<file path="src/rtl/exec_dispatch_pkg.sv">
// Shared constants and types for the execute-dispatch stage.
//   W_OPR / W_REG : operand and register-index widths
//   unit_e        : execute unit encodings (UNIT_LOGIC/ARITH/SHIFT/MEM)
//   entry_t       : one held instruction (operands, sources, unit, sel, rd)
//   state_e       : occupancy state, value equals the entry count
package exec_dispatch_pkg;

    localparam int unsigned W_OPR  = 32;
    localparam int unsigned W_REG  = 5;
    localparam int unsigned W_UNIT = 2;
    localparam int unsigned W_SEL  = 2;
    localparam int unsigned W_CNT  = 2;

    typedef enum logic [W_UNIT-1:0] {
        UNIT_LOGIC = 2'd0,
        UNIT_ARITH = 2'd1,
        UNIT_SHIFT = 2'd2,
        UNIT_MEM   = 2'd3
    } unit_e;

    typedef struct packed {
        logic [W_OPR-1:0]  opr0;
        logic [W_OPR-1:0]  opr1;
        logic [W_REG-1:0]  rs0;
        logic [W_REG-1:0]  rs1;
        logic [W_UNIT-1:0] unit;
        logic [W_SEL-1:0]  sel;
        logic [W_REG-1:0]  rd;
    } entry_t;

    typedef enum logic [W_CNT-1:0] {
        ST_EMPTY = 2'd0,
        ST_ONE   = 2'd1,
        ST_FULL  = 2'd2
    } state_e;

endpackage

</file>
<file path="src/rtl/exec_fwd_mux.sv">
// Per-operand writeback patch: replaces the operand with the writeback data
// when a valid writeback targets its (non-zero) source register.
// Pass-through when VENUS_EXEC_FWD_EN is not defined.
//   opr, rs             : held operand and its source index
//   wb_valid/wb_rd/data : writeback bus
//   patched_c           : resulting operand (combinational)
module exec_fwd_mux
    import exec_dispatch_pkg::*;
(
    input  logic [W_OPR-1:0] opr,
    input  logic [W_REG-1:0] rs,
    input  logic             wb_valid,
    input  logic [W_REG-1:0] wb_rd,
    input  logic [W_OPR-1:0] wb_data,
    output logic [W_OPR-1:0] patched_c
);

`ifdef VENUS_EXEC_FWD_EN
    logic hit_c;

    // Register 0 is hardwired, never forward into it
    assign hit_c     = wb_valid && (wb_rd != '0) && (wb_rd == rs);
    assign patched_c = hit_c ? wb_data : opr;
`else
    logic unused_c;

    assign patched_c = opr;
    assign unused_c  = ^{rs, wb_valid, wb_rd, wb_data};
`endif

endmodule

</file>
<file path="src/rtl/exec_dispatch.sv">
// Execute-dispatch stage: two-entry skid buffer between decode and the
// execute units, presenting registered operands/unit/sel/rd.
// Optional operand forwarding from writeback: VENUS_EXEC_FWD_EN.
//   clk_i, rst_ni         : clock, async active-low reset
//   flush_i               : drop all held entries
//   in_*                  : decode-side valid/ready and instruction fields
//   wb_*                  : writeback result bus (used only with forwarding)
//   out_*                 : execute-side valid/ready and staged fields
//   count_o               : occupancy 0..2
module exec_dispatch
    import exec_dispatch_pkg::*;
(
    input  logic              clk_i,
    input  logic              rst_ni,
    input  logic              flush_i,
    input  logic              in_valid_i,
    output logic              in_ready_o,
    input  logic [W_OPR-1:0]  in_opr0_i,
    input  logic [W_OPR-1:0]  in_opr1_i,
    input  logic [W_REG-1:0]  in_rs0_i,
    input  logic [W_REG-1:0]  in_rs1_i,
    input  logic [W_UNIT-1:0] in_unit_i,
    input  logic [W_SEL-1:0]  in_sel_i,
    input  logic [W_REG-1:0]  in_rd_i,
    input  logic              wb_valid_i,
    input  logic [W_REG-1:0]  wb_rd_i,
    input  logic [W_OPR-1:0]  wb_data_i,
    output logic              out_valid_o,
    input  logic              out_ready_i,
    output logic [W_OPR-1:0]  out_opr0_o,
    output logic [W_OPR-1:0]  out_opr1_o,
    output logic [W_UNIT-1:0] out_unit_o,
    output logic [W_SEL-1:0]  out_sel_o,
    output logic [W_REG-1:0]  out_rd_o,
    output logic [W_CNT-1:0]  count_o
);

    state_e state_q, state_d;
    entry_t main_q, main_d;
    entry_t skid_q, skid_d;
    logic   ready_q, valid_q;

    entry_t in_c, in_fwd_c, main_fwd_c, skid_fwd_c;
    logic   accept_c, consume_c;

    // Incoming instruction as an entry
    always_comb begin
        in_c      = '0;
        in_c.opr0 = in_opr0_i;
        in_c.opr1 = in_opr1_i;
        in_c.rs0  = in_rs0_i;
        in_c.rs1  = in_rs1_i;
        in_c.unit = in_unit_i;
        in_c.sel  = in_sel_i;
        in_c.rd   = in_rd_i;
    end

    // Operand patching for input, main and skid entries
    exec_fwd_mux u_fwd_in0 (
        .opr(in_c.opr0), .rs(in_c.rs0), .wb_valid(wb_valid_i),
        .wb_rd(wb_rd_i), .wb_data(wb_data_i), .patched_c(in_fwd_c.opr0)
    );
    exec_fwd_mux u_fwd_in1 (
        .opr(in_c.opr1), .rs(in_c.rs1), .wb_valid(wb_valid_i),
        .wb_rd(wb_rd_i), .wb_data(wb_data_i), .patched_c(in_fwd_c.opr1)
    );
    exec_fwd_mux u_fwd_main0 (
        .opr(main_q.opr0), .rs(main_q.rs0), .wb_valid(wb_valid_i),
        .wb_rd(wb_rd_i), .wb_data(wb_data_i), .patched_c(main_fwd_c.opr0)
    );
    exec_fwd_mux u_fwd_main1 (
        .opr(main_q.opr1), .rs(main_q.rs1), .wb_valid(wb_valid_i),
        .wb_rd(wb_rd_i), .wb_data(wb_data_i), .patched_c(main_fwd_c.opr1)
    );
    exec_fwd_mux u_fwd_skid0 (
        .opr(skid_q.opr0), .rs(skid_q.rs0), .wb_valid(wb_valid_i),
        .wb_rd(wb_rd_i), .wb_data(wb_data_i), .patched_c(skid_fwd_c.opr0)
    );
    exec_fwd_mux u_fwd_skid1 (
        .opr(skid_q.opr1), .rs(skid_q.rs1), .wb_valid(wb_valid_i),
        .wb_rd(wb_rd_i), .wb_data(wb_data_i), .patched_c(skid_fwd_c.opr1)
    );

    // Non-operand fields pass through unchanged
    assign in_fwd_c.rs0   = in_c.rs0;
    assign in_fwd_c.rs1   = in_c.rs1;
    assign in_fwd_c.unit  = in_c.unit;
    assign in_fwd_c.sel   = in_c.sel;
    assign in_fwd_c.rd    = in_c.rd;
    assign main_fwd_c.rs0  = main_q.rs0;
    assign main_fwd_c.rs1  = main_q.rs1;
    assign main_fwd_c.unit = main_q.unit;
    assign main_fwd_c.sel  = main_q.sel;
    assign main_fwd_c.rd   = main_q.rd;
    assign skid_fwd_c.rs0  = skid_q.rs0;
    assign skid_fwd_c.rs1  = skid_q.rs1;
    assign skid_fwd_c.unit = skid_q.unit;
    assign skid_fwd_c.sel  = skid_q.sel;
    assign skid_fwd_c.rd   = skid_q.rd;

    assign accept_c  = in_valid_i & ready_q;
    assign consume_c = valid_q & out_ready_i;

    // Next-state and next-entry selection
    always_comb begin
        state_d = state_q;
        main_d  = main_fwd_c;
        skid_d  = skid_fwd_c;
        if (flush_i) begin
            state_d = ST_EMPTY;
        end else begin
            unique case (state_q)
                ST_EMPTY: begin
                    if (accept_c) begin
                        state_d = ST_ONE;
                        main_d  = in_fwd_c;
                    end
                end
                ST_ONE: begin
                    if (accept_c && consume_c) begin
                        main_d = in_fwd_c;
                    end else if (accept_c) begin
                        state_d = ST_FULL;
                        skid_d  = in_fwd_c;
                    end else if (consume_c) begin
                        state_d = ST_EMPTY;
                    end
                end
                ST_FULL: begin
                    if (consume_c) begin
                        state_d = ST_ONE;
                        main_d  = skid_fwd_c;
                    end
                end
                default: state_d = ST_EMPTY;
            endcase
        end
    end

    // State, entries and handshake flags; flags are decoded from next state
    // so neither ready nor valid has a combinational input path
    always_ff @(posedge clk_i or negedge rst_ni) begin
        if (!rst_ni) begin
            state_q <= ST_EMPTY;
            main_q  <= '0;
            skid_q  <= '0;
            ready_q <= 1'b1;
            valid_q <= 1'b0;
        end else begin
            state_q <= state_d;
            main_q  <= main_d;
            skid_q  <= skid_d;
            ready_q <= (state_d != ST_FULL);
            valid_q <= (state_d != ST_EMPTY);
        end
    end

    assign in_ready_o  = ready_q;
    assign out_valid_o = valid_q;
    assign out_opr0_o  = main_q.opr0;
    assign out_opr1_o  = main_q.opr1;
    assign out_unit_o  = main_q.unit;
    assign out_sel_o   = main_q.sel;
    assign out_rd_o    = main_q.rd;
    assign count_o     = W_CNT'(state_q);

endmodule

</file>
<file path="config.mk">
export PLATFORM = sky130hd
export DESIGN_NAME = exec_dispatch
export DESIGN_NICKNAME = d
export VERILOG_FILES = /design/src/rtl/exec_dispatch_pkg.sv /design/src/rtl/exec_fwd_mux.sv /design/src/rtl/exec_dispatch.sv
export SDC_FILE = /design/constraint.sdc
export NUM_CORES = 1
export LEC_CHECK = 0
export BUFFER_PORTS_ARGS = -buffer_cell sky130_fd_sc_hd__buf_2
export CORE_UTILIZATION = 50
export CTS_BUF_LIST = sky130_fd_sc_hd__clkbuf_4 sky130_fd_sc_hd__clkbuf_8
export DETAILED_ROUTE_END_ITERATION = 8
export PLACE_DENSITY = 0.78
export SLEW_MARGIN = 20
export SYNTH_ARGS = -nofsm -noshare
export SYNTH_HDL_FRONTEND = slang
export SYNTH_SLANG_ARGS = --single-unit
</file>
<file path="constraint.sdc">
create_clock -name clk_i -period 3.5 [get_ports clk_i]
set_input_delay 0.7 -clock clk_i [delete_from_list [all_inputs] [get_ports clk_i]]
set_output_delay 0.7 -clock clk_i [all_outputs]
set_load 0.05 [all_outputs]
</file>
==> impl_metrics.csv, run 1 <==
group,metric,value,unit
timing,tightestPinTransition,0.9020,ns
floorplan,num_io_pins,203,
cells_and_area,drive_gt1_share,46.90,%
timing,hold_viol,0,
clock_network,cts_setup_buffers,0,
cells_and_area,diodes,0,
logic_synthesis,synthAdderAreaFrac,0,%
pwr,power.leakage,4.120,nW
clock_network,cts.clk_slew.worst_paths,0.08,ns
placed_design,place_area,7700,um2
cells_and_area,stdcell_area,8183,um2
global_routing,antenna_found_initial,0,
min_path,hold_path.class,"input pin to async pin",
timing,max_freq,466.2,MHz
detailed_routing,wl_per_cell,15.89,um
setup_path,rr_startpoint,"count_o[1]$_DFF_PN0_",
setup_path,crit_fanout,40,
floorplan,row_count,42,
cells_and_area,n_fill_cell,1026,
timing,skew,0.007726,ns
pwr,pwr-share-comb,36.0,%
setup_path,crit_start,"count_o[1]$_DFF_PN0_",
logic_synthesis,syn_nets,688,
placed_design,gp_congestion,0.8049,
detailed_routing,drc,0,
timing,period_share,61.28,%
pwr,internal-power,4.252,mW
pwr,power_frac_clock,23.6,%
detailed_routing,routed_wl,14320,um
floorplan,die_y,119.0,um
pwr,p_switching,2.480,mW
global_routing,grt_max_degree,99,
setup_path,timing.rr.end,"out_opr0_o[3]$_DFFE_PN0P_",
pwr,power_density,822.7,nW/um2
logic_synthesis,synth-simple-area-share,13.10,%
clock_network,clockRootBuffer,"clkbuf_8",
logic_synthesis,synth_compound_gate_area_share,0.8780,%
placed_design,port_buffers,154,
floorplan,core-area,13300,um2
logic_synthesis,syn_area,6840,um2
setup_path,crit_required,3.83,ns
floorplan,die_w,119.0,um
clock_network,clock-sinks,150,
global_routing,overflow,0,
placed_design,dp_cells,869,
clock_network,h-tree-depth,4,
cells_and_area,fin_cells,901,
timing,fin_crit,2.145,ns
placed_design,dp_hpwl,9199,um
global_routing,grt.total_usage,21.34,%
detailed_routing,drt_iter0_drc,244,
timing,fin_ws,1.355,ns
clock_network,numCtsBuffers,17,
outcome,status,"finished, final reports clean",
timing,setup_tns,0,ns
detailed_routing,viasPerCell,5.065,
detailed_routing,via_count,4564,
cells_and_area,area_growth,19.63,%
pwr,seq_power_share,40.4,%
logic_synthesis,synthMuxAreaShare,27.88,%
pwr,p_sw_share,36.84,%
pwr,irDropWorstVdd,0.5212,mV
detailed_routing,first_pass_iters,4,
placed_design,place_ws,1.104,ns
floorplan,start_util,51.45,%
timing,rsz0062_at_grt,"no",
logic_synthesis,yosysWarningCount,0,
logic_synthesis,synth_flop_cell,"dfrtp_1",
logic_synthesis,synth_edf_count,0,
timing,finalSetupViolCount,0,
setup_path,worst-setup-path-type,"register to register",
setup_path,arrival,2.47,ns
pwr,p_total,6.732,mW
clock_network,clk_latency,0.44,ns
clock_network,cts_tree,"done",
timing,drv_slew,0,
clock_network,cts_hold_buf,0,
logic_synthesis,ys_ff_latch,150,
cells_and_area,layout.nets,838,
clock_network,cts_resized,0,
logic_synthesis,synth_xor_area_share,0,%
logic_synthesis,synth_top_family_by_area,"multiplexers",
global_routing,grt_pass1_vias,4815,
timing,relSlewSlack,39.87,%
logic_synthesis,seq_area_frac_synth,54.89,%
setup_path,worstSetupStartpointType,"register",
setup_path,cp-endpoint,"out_opr0_o[3]$_DFFE_PN0P_",
floorplan,die-area,14150,um2
detailed_routing,postRouteAntennaNets,0,
clock_network,cts_buffer_depth,2,
setup_path,end_kind,"register",
setup_path,reg2reg_depth,5,
global_routing,grt_pass1_wl,23690,um
logic_synthesis,syn-mean-instance-area,12.17,um2
setup_path,rrSetupSlack,1.36,ns
logic_synthesis,synthArstFlopShare,100.0,%
logic_synthesis,ys_types,23,
logic_synthesis,synth_cells,562,
flow_run,cap_violations,0,
==> layer usage <==
layer	part of all wire, %	routed length [um]	global-route usage [%]	vias up
met4	2.0	288	8.544	0
met5	0	0	0	-
li1	-	-	-	2142
met2	50	7195	36.44	115
met3	4.0	570	4.215	24
met1	44	6262	26.62	2283
==> worst max-delay path, cell delays in order, from the launching register on <==
cell and delay, ns:
dfrtp_1 0.48, and3b_1 0.32, o211ai_2 0.13, a21oi_4 0.18, buf_4 0.48, mux2_2 0.41
==> synthesized netlist by cell type, types with 2 or more instances <==
master	number	area [um2]
nand2_1	221	829.6
dfrtp_1	149	3729
mux2_4	70	1051
mux2_2	69	777.0
buf_6	14	157.7
buf_1	8	30.03
clkbuf_1	7	26.28
mux2_1	7	78.83
nand2b_1	2	12.51
nor2_1	2	7.510
==> stage by stage <==
step	utilization (%)	hold slack, ns
floorplan	-	0.4044
global placement	57.91	0.4636
detailed placement	57.91	0.4736
CTS	61.55	0.3568
global route	61.55	0.3948
finish	61.55	0.3204
==> power by group through the flow <==
stage          combinational, mW  sequential, mW  clock, mW
3_3_place_gp                2.38            2.69          0
4_1_cts                     2.45            2.72       1.63
5_1_grt                     2.55            2.79       1.70
6_report                    2.43            2.72       1.59
3_5_place_dp                2.44            2.74          0
2_1_floorplan              0.936            3.64          0
==> sequential cells by signal, summed over array words and instances, names as in the netlist <==
| signal | flops |
|---|---|
| in_ready_o | 1 |
| skid_q | 64 |
| out_rd_o | 5 |
| out_unit_o | 2 |
| count_o | 2 |
| out_valid_o | 1 |
| out_sel_o | 2 |
| out_opr0_o | 32 |
| skid_fwd_c | 9 |
| out_opr1_o | 32 |
==> cell families (layout without fill, tap and decap cells) <==
family                 Yosys count  in the layout
muxes                          146            146
DFF                            150            150
and+or+nand+nor                229            229
AOI/OAI and AO/OA                6              6
buffers and inverters           31            194
==> cell usage in the layout, fill, tap and decap left out, drive strengths merged <==
master | netlist | layout
dfstp | 1 | 1
nor2 | 2 | 2
bufinv | 0 | 6
a21bo | 1 | 1
inv | 1 | 1
nand2b | 2 | 2
nand2 | 221 | 221
clkbuf | 7 | 19
dfrtp | 149 | 149
buf | 23 | 161
a31oi | 1 | 1
o211ai | 1 | 1
clkinvlp | 0 | 5
and2b | 1 | 1
mux2 | 146 | 146
a221o | 1 | 1
nor4 | 1 | 1
and3b | 1 | 1
clkinv | 0 | 2
or3b | 1 | 1
a21oi | 2 | 2
==> how the worst min path moves through the flow <==
stage / to / depth (start not counted)
floorplan: count_o[0]$_DFF_PN0_ / 0
global placement: out_opr1_o[27]$_DFFE_PN0P_ / 1
detailed placement: out_opr1_o[23]$_DFFE_PN0P_ / 1
CTS: out_opr0_o[30]$_DFFE_PN0P_ / 1
global route: skid_q[81]$_DFFE_PN0P_ / 1
finish: out_opr0_o[30]$_DFFE_PN0P_ / 1
==> layout make-up <==
type                    count  area [um2]  area share [%]
clock buffers              19       255.2           3.119
clock inverters            13       227.7           2.783
inverters                   1       3.754         0.04587
multi-input cells         381        2867           35.03
flip-flops and latches    150        3755           45.89
well taps                 176       220.2           2.691
repair buffers            161       854.6           10.44
Note: power is estimated with default switching activity, not from simulation.
==> inputs of run 2 (changes only) <==
--- a/config.mk
+++ b/config.mk
@@ -5,11 +5,12 @@
 export SDC_FILE = /design/constraint.sdc
 export NUM_CORES = 1
 export LEC_CHECK = 0
+export ABC_AREA = 1
 export BUFFER_PORTS_ARGS = -buffer_cell sky130_fd_sc_hd__buf_2
 export CORE_UTILIZATION = 50
 export CTS_BUF_LIST = sky130_fd_sc_hd__clkbuf_4 sky130_fd_sc_hd__clkbuf_8
 export DETAILED_ROUTE_END_ITERATION = 8
-export PLACE_DENSITY = 0.78
+export PLACE_DENSITY = 0.77
 export SLEW_MARGIN = 20
 export SYNTH_ARGS = -nofsm -noshare
 export SYNTH_HDL_FRONTEND = slang
==> constraint.sdc (replaced) <==
create_clock -name clk_i -period 2.25 [get_ports clk_i]
set_input_delay 0.45 -clock clk_i [delete_from_list [all_inputs] [get_ports clk_i]]
set_output_delay 0.45 -clock clk_i [all_outputs]
set_load 0.05 [all_outputs]
==> run 2 against run 1 <==
First-iteration DRC count up 47%; design area up 5.8%; flip-flop and latch count unchanged; sequential share of layout area down 2.5 points; register-to-register slack worse by 0.79 ns.
==> impl_metrics.csv, run 2 <==
group,metric,value,unit
global_routing,grt.total_usage,23.51,%
floorplan,start_util,51.82,%
global_routing,grt_pass1_wl,27130,um
detailed_routing,viasPerCell,4.953,
clock_network,cts_resized,0,
floorplan,die_y,122.4,um
setup_path,path_cells,"buf_2",
logic_synthesis,synth_cells,903,
timing,period_share,76.94,%
detailed_routing,first_pass_iters,5,
cells_and_area,n_fill_cell,1271,
setup_path,critPathTopFamily,"flip-flops",
detailed_routing,wl_per_cell,13.49,um
placed_design,gp_congestion,0.7699,
logic_synthesis,yosys.area.top_type_share,51.43,%
placed_design,port_buffers,154,
cells_and_area,area_growth,19.43,%
timing,rsz0062_at_grt,"no",
timing,hold_viol,0,
pwr,power.leakage,4.838,nW
timing,fin_crit,1.731,ns
clock_network,cts.clk_slew.worst_paths,0.08,ns
floorplan,row_count,43,
logic_synthesis,syn-mean-instance-area,8.028,um2
setup_path,crit_fanout,8,
clock_network,clock-sinks,150,
cells_and_area,layout_commonest_cell,"nand2_1",
clock_network,cts_setup_buffers,0,
cells_and_area,final_cell_mix,"nand2_1 (195), buf_2 (153), inv_1 (152)",
clock_network,clockRootBuffer,"clkbuf_8",
setup_path,worstSetupStartpointType,"register",
floorplan,num_io_pins,203,
setup_path,arrival,1.28,ns
pwr,irDropWorstVdd,0.6737,mV
detailed_routing,drt_iter0_drc,359,
pwr,p_total,11.87,mW
detailed_routing,drc,0,
detailed_routing,postRouteAntennaNets,0,
logic_synthesis,synth_edf_count,0,
logic_synthesis,ys_top_cells_by_count,"nand2_1 (196), inv_1 (152), dfrtp_1 (149)",
global_routing,overflow,0,
logic_synthesis,synth_flop_cell,"dfrtp_1",
global_routing,grt_pass1_vias,5621,
setup_path,worst-setup-path-type,"register to primary output",
floorplan,die-area,14980,um2
cells_and_area,drive_gt1_share,20.13,%
clock_network,numCtsBuffers,17,
timing,drv_slew,0,
cells_and_area,layout.nets,1157,
clock_network,cts_tree,"done",
logic_synthesis,ys_ff_latch,150,
logic_synthesis,yosysWarningCount,0,
setup_path,end_kind,"primary output",
setup_path,crit_buf_inv,1,
detailed_routing,routed_wl,16520,um
clock_network,clk_latency,0.44,ns
cells_and_area,multi_input_area,2623,um2
logic_synthesis,synth_most_common_cell,"nand2_1",
logic_synthesis,synthArstFlopShare,100.0,%
timing,setup_tns,0,ns
clock_network,cts_buffer_depth,2,
floorplan,core-area,13990,um2
flow_run,cap_violations,0,
pwr,power_density,1371,nW/um2
clock_network,cts_hold_buf,1,
cells_and_area,largest-register,"skid_q",
floorplan,die_w,122.4,um
logic_synthesis,syn_area,7249,um2
logic_synthesis,seq_area_frac_synth,51.79,%
timing,finalSetupViolCount,0,
detailed_routing,via_count,6062,
timing,tightestPinTransition,0.4849,ns
placed_design,dp_hpwl,10300,um
clock_network,h-tree-depth,4,
min_path,hold_path.class,"input pin to register",
global_routing,antenna_found_initial,1,
logic_synthesis,synth_top_cell_by_area,"dfrtp_1",
timing,skew,0.01455,ns
timing,max_freq,577.6,MHz
logic_synthesis,synthTopCellsByArea,"dfrtp_1 (51%), nand2_1 (10%), inv_1 (7.9%)",
cells_and_area,largest_reg_flops,64,
setup_path,cp_slowest_stage_delay,0.52,ns
setup_path,crit_required,1.80,ns
global_routing,grt_max_degree,97,
outcome,status,"finished, final reports clean",
logic_synthesis,ys_types,19,
cells_and_area,regArea,3755,um2
setup_path,worst_path_max_delay_cell,"dfrtp_1",
logic_synthesis,syn_nets,1029,
timing,relSlewSlack,67.67,%
## run 2: layout make-up
cell class | count | area share [%]
sequential | 150 | 43.37
multi-input combinational | 538 | 30.29
timing repair buffer | 170 | 11.69
inverter | 154 | 6.676
clock buffer | 22 | 3.353
tap | 180 | 2.601
clock inverter | 9 | 1.994
antenna | 1 | 0.02890
## run 2: cells by family (layout without fill, tap and decap cells)
kind of cell    Yosys count  count (layout)  synth area share [%]
compound gates          222             222                 17.90
simple gates            316             316                 17.86
flops                   150             150                 51.80
other cells               0               1                     0
buf+inv                 215             355                 12.44
## run 2: path summary, 6_finish.rpt
| check | start | to | slack [ns] | cells after the start |
|---|---|---|---|---|
| worst max-delay path | count_o[0]$_DFF_PN0_ | count_o[0] | 0.52 | 1 |
| worst min-delay path | in_opr1_i[2] | skid_q[21]$_DFFE_PN0P_ | 0.26 | 3 |
| worst max register to register | count_o[1]$_DFF_PN0_ | skid_q[64]$_DFFE_PN0P_ | 0.57 | 7 |
| worst min register to register | skid_q[74]$_DFFE_PN0P_ | skid_q[74]$_DFFE_PN0P_ | 0.49 | 2 |
| max in group asynchronous | rst_ni | skid_q[29]$_DFFE_PN0P_ | 1.11 | 3 |
| min in group asynchronous | rst_ni | skid_fwd_c[6]$_DFFE_PN0P_ | 0.53 | 2 |
## run 2: where the power goes
part | internal [mW] | switching [mW]
logic | 1.39 | 3.64
registers | 3.90 | 0.563
clock network | 1.42 | 0.955
## run 2: per-layer routing
layer / share of wire [%] / global-route usage [%] / vias to the layer above
met5: 0 / 0 / -
met4: 2.2 / 8.841 / 0
met1: 43 / 30.15 / 2770
li1: - / - / 3084
met2: 48 / 38.45 / 180
met3: 6.1 / 5.716 / 28
## run 2: per-stage QoR
| step | utilization (%) | area (um2) | hold slack [ns] | worst slack [ns] | cells |
|---|---|---|---|---|---|
| 6_report | 61.90 | 8658 | 0.2567 | 0.5188 | 1224 |
| 5_1_grt | 61.90 | 8658 | 0.2437 | 0.4089 | 1224 |
| 4_1_cts | 61.88 | 8656 | 0.2257 | 0.4839 | 1223 |
| 3_5_place_dp | 58.50 | 8183 | 0.4358 | 0.5489 | 1191 |
| 3_3_place_gp | 58.50 | 8183 | 0.4347 | 0.5803 | 1191 |
| 2_1_floorplan | - | 7249 | 0.1544 | 0.5382 | 903 |
==> inputs of run 3 (changes only) <==
--- a/config.mk
+++ b/config.mk
@@ -5,12 +5,12 @@
 export SDC_FILE = /design/constraint.sdc
 export NUM_CORES = 1
 export LEC_CHECK = 0
-export ABC_AREA = 1
+export ABC_AREA = 0
 export BUFFER_PORTS_ARGS = -buffer_cell sky130_fd_sc_hd__buf_2
-export CORE_UTILIZATION = 50
+export CORE_UTILIZATION = 48
 export CTS_BUF_LIST = sky130_fd_sc_hd__clkbuf_4 sky130_fd_sc_hd__clkbuf_8
 export DETAILED_ROUTE_END_ITERATION = 8
-export PLACE_DENSITY = 0.77
+export PLACE_DENSITY = 0.78
 export SLEW_MARGIN = 20
 export SYNTH_ARGS = -nofsm -noshare
 export SYNTH_HDL_FRONTEND = slang
==> constraint.sdc (replaced) <==
create_clock -name clk_i -period 1.41 [get_ports clk_i]
set_input_delay 0.282 -clock clk_i [delete_from_list [all_inputs] [get_ports clk_i]]
set_output_delay 0.282 -clock clk_i [all_outputs]
set_load 0.05 [all_outputs]
==> run 3 against run 2 <==
The flow now finishes with violations (setup timing); global-route usage decreased by 0.071 points; sequential share of layout area decreased by 1.9 points; setup slack got worse by 1.0 ns; combinational power increased by 31%; register-to-register slack got worse by 1.1 ns; via count decreased by 18%; total power increased by 44%; count of clock-buffer cells in the layout decreased by 2; non-clock buffer count increased by 35; core utilization increased by 3.4 points; cell count decreased by 22%; die area decreased by 1.7%; critical path type is now register to register; largest power group is now sequential cells.
==> impl_metrics.csv, run 3 (same netlist as run 1, synthesis figures left out) <==
group,metric,value,unit
setup_path,crit_buf_inv,2,
detailed_routing,drt_iter0_drc,243,
clock_network,h-tree-depth,4,
setup_path,crit_fanout,20,
timing,relSlewSlack,78.46,%
setup_path,cp_slowest_stage_delay,0.54,ns
setup_path,worst_path_max_delay_cell,"dfstp_2",
setup_path,crit_required,1.74,ns
placed_design,place_area,7954,um2
placed_design,dp_hpwl,10020,um
detailed_routing,routed_wl,17480,um
cells_and_area,layout.nets,882,
cells_and_area,area_growth,32.41,%
floorplan,die-area,14730,um2
clock_network,clockRootBuffer,"clkbuf_8",
setup_path,reg2reg_depth,6,
min_path,worstHoldPathCells,2,
clock_network,cts_buffer_depth,2,
cells_and_area,final_cell_mix,"nand2_1 (221), dfrtp_1 (147), buf_2 (115)",
timing,skew,0.01122,ns
detailed_routing,wl_per_cell,18.42,um
detailed_routing,drc,0,
clock_network,clock-sinks,150,
cells_and_area,diodes,0,
cells_and_area,largest-register,"skid_q",
setup_path,cp.depth,6,
detailed_routing,via_count,4963,
setup_path,worstSetupStartpointType,"register",
cells_and_area,drive_gt1_share,50.33,%
clock_network,clk_latency,0.44,ns
global_routing,overflow,0,
timing,period_share,136.3,%
placed_design,place_ws,-0.4588,ns
cells_and_area,final_core_util,65.25,%
outcome,status,"finished with violations",
cells_and_area,largest_reg_flops,64,
timing,drv_slew,0,
setup_path,timing.rr.end,"out_unit_o[1]$_DFFE_PN0P_",
global_routing,grt_pass1_vias,5237,
timing,tightestPinTransition,0.3231,ns
clock_network,numCtsBuffers,17,
detailed_routing,viasPerCell,5.230,
setup_path,rrSetupSlack,-0.51,ns
floorplan,die_y,121.4,um
setup_path,end_kind,"register",
setup_path,rr_startpoint,"in_ready_o$_DFF_PN1_",
floorplan,die_w,121.4,um
floorplan,core-area,13880,um2
clock_network,cts.clk_slew.worst_paths,0.09,ns
cells_and_area,stdcell_area,9057,um2
timing,finalSetupViolCount,153,
min_path,worstHoldStart,"in_opr1_i[2]",
detailed_routing,first_pass_iters,5,
setup_path,worst-setup-path-type,"register to register",
timing,rsz0062_at_grt,"yes",
pwr,power_density,1882,nW/um2
min_path,whs_endpoint,"skid_q[21]$_DFFE_PN0P_",
setup_path,arrival,2.25,ns
global_routing,grt_pass1_wl,26340,um
clock_network,cts_tree,"done",
global_routing,grt.total_usage,23.44,%
global_routing,grt_max_degree,60,
timing,fin_crit,1.922,ns
timing,hold_viol,0,
timing,max_freq,520.3,MHz
floorplan,start_util,49.28,%
min_path,hold_path.class,"input pin to register",
timing,fin_ws,-0.5119,ns
floorplan,num_io_pins,203,
detailed_routing,postRouteAntennaNets,0,
pwr,irDropWorstVdd,1.142,mV
flow_run,cap_violations,0,
placed_design,port_buffers,154,
setup_path,path_cells,"and3b_2, o211ai_2, a21oi_4, buf_12, clkbuf_16, mux2_2",
cells_and_area,n_fill_cell,997,
cells_and_area,layout_commonest_cell,"nand2_1",
setup_path,critPathTopFamily,"flip-flops",
placed_design,gp_congestion,0.7868,
floorplan,row_count,43,
outcome,violations,"setup timing",
global_routing,antenna_found_initial,0,
pwr,power.leakage,4.520,nW
[run 3: changes by cell type in the layout (fill, tap and decap cells not counted), moves of 9 or more]
cell      before  now
a21oi_1       36    1
buf_2        153  115
buf_4          6   15
buf_6          1   17
clkbuf_4       2   28
inv_1        152    1
mux2_2         0   63
mux2_4         0   76
nand2_1      195  221
nand3_1       75    0
nor2_1        40    1
o21ai_0       75    0
o21ai_1       37    0
o21bai_1      73    0
[run 3: worst max-delay path by stage]
| stage | startpoint | end | slack (ns) |
|---|---|---|---|
| after floorplan | count_o[0]$_DFF_PN0_ | skid_fwd_c[0]$_DFFE_PN0P_ | -0.68 |
| after global placement | in_ready_o$_DFF_PN1_ | out_opr0_o[6]$_DFFE_PN0P_ | -0.43 |
| after detailed placement | in_ready_o$_DFF_PN1_ | out_rd_o[0]$_DFFE_PN0P_ | -0.46 |
| after CTS | count_o[0]$_DFF_PN0_ | skid_q[66]$_DFFE_PN0P_ | -0.46 |
| after global routing | in_ready_o$_DFF_PN1_ | out_unit_o[1]$_DFFE_PN0P_ | -0.57 |
| final | in_ready_o$_DFF_PN1_ | out_unit_o[1]$_DFFE_PN0P_ | -0.51 |
[run 3: per-layer routing]
layer	global-route usage [%]	wire length, um	vias up	share of wire, %
li1	-	-	2243	-
met1	29.07	7527	2534	43
met2	39.70	8801	162	50
met3	5.545	838	24	4.8
met4	8.333	312	0	1.8
met5	0	0	-	0
[run 3: area by class of cell]
class / count / area (um2) / area share (%)
clock buffer: 20 / 262.8 / 2.901
clock inverter: 12 / 176.4 / 1.948
inverter: 1 / 3.754 / 0.04144
multi-input combinational: 381 / 2912 / 32.15
sequential: 150 / 3757 / 41.48
tap: 180 / 225.2 / 2.487
timing repair buffer: 205 / 1720 / 18.99
[run 3: repair_timing]
item,4_1_cts,5_1_grt
endpoints found under the setup margin,159,181
buffers inserted,16,7
gates cloned,6,6
hold endpoints to repair,149,0
pin swaps,1,3
gates resized for setup,53,42
hold buffers,1,0
[run 3: worst reg2reg max path, cell delays in order, from the launching register on]
cell,delay [ns]
dfstp_2,0.54
and3b_2,0.22
o211ai_2,0.13
a21oi_4,0.24
buf_12,0.14
clkbuf_16,0.19
mux2_2,0.35
[run 3: stage by stage]
step,TNS [ns],cells,hold slack (ns),power (mW)
2_1_floorplan,-96.53,562,-0.01359,11.37
5_1_grt,-73.97,949,0.03942,17.80
4_1_cts,-60.74,945,0.03390,16.90
3_5_place_dp,-59.39,890,0.1407,12.96
3_3_place_gp,-55.10,890,0.1392,12.69
6_report,-66.08,949,0.08103,17.04
[run 3: power breakdown]
group / total [mW] / internal (mW) / switching, mW
Clock: 3.63 / 2.02 / 1.62
Combinational: 6.59 / 2.78 / 3.81
Sequential: 6.83 / 5.88 / 0.948
Total: 17.0 / 10.7 / 6.37
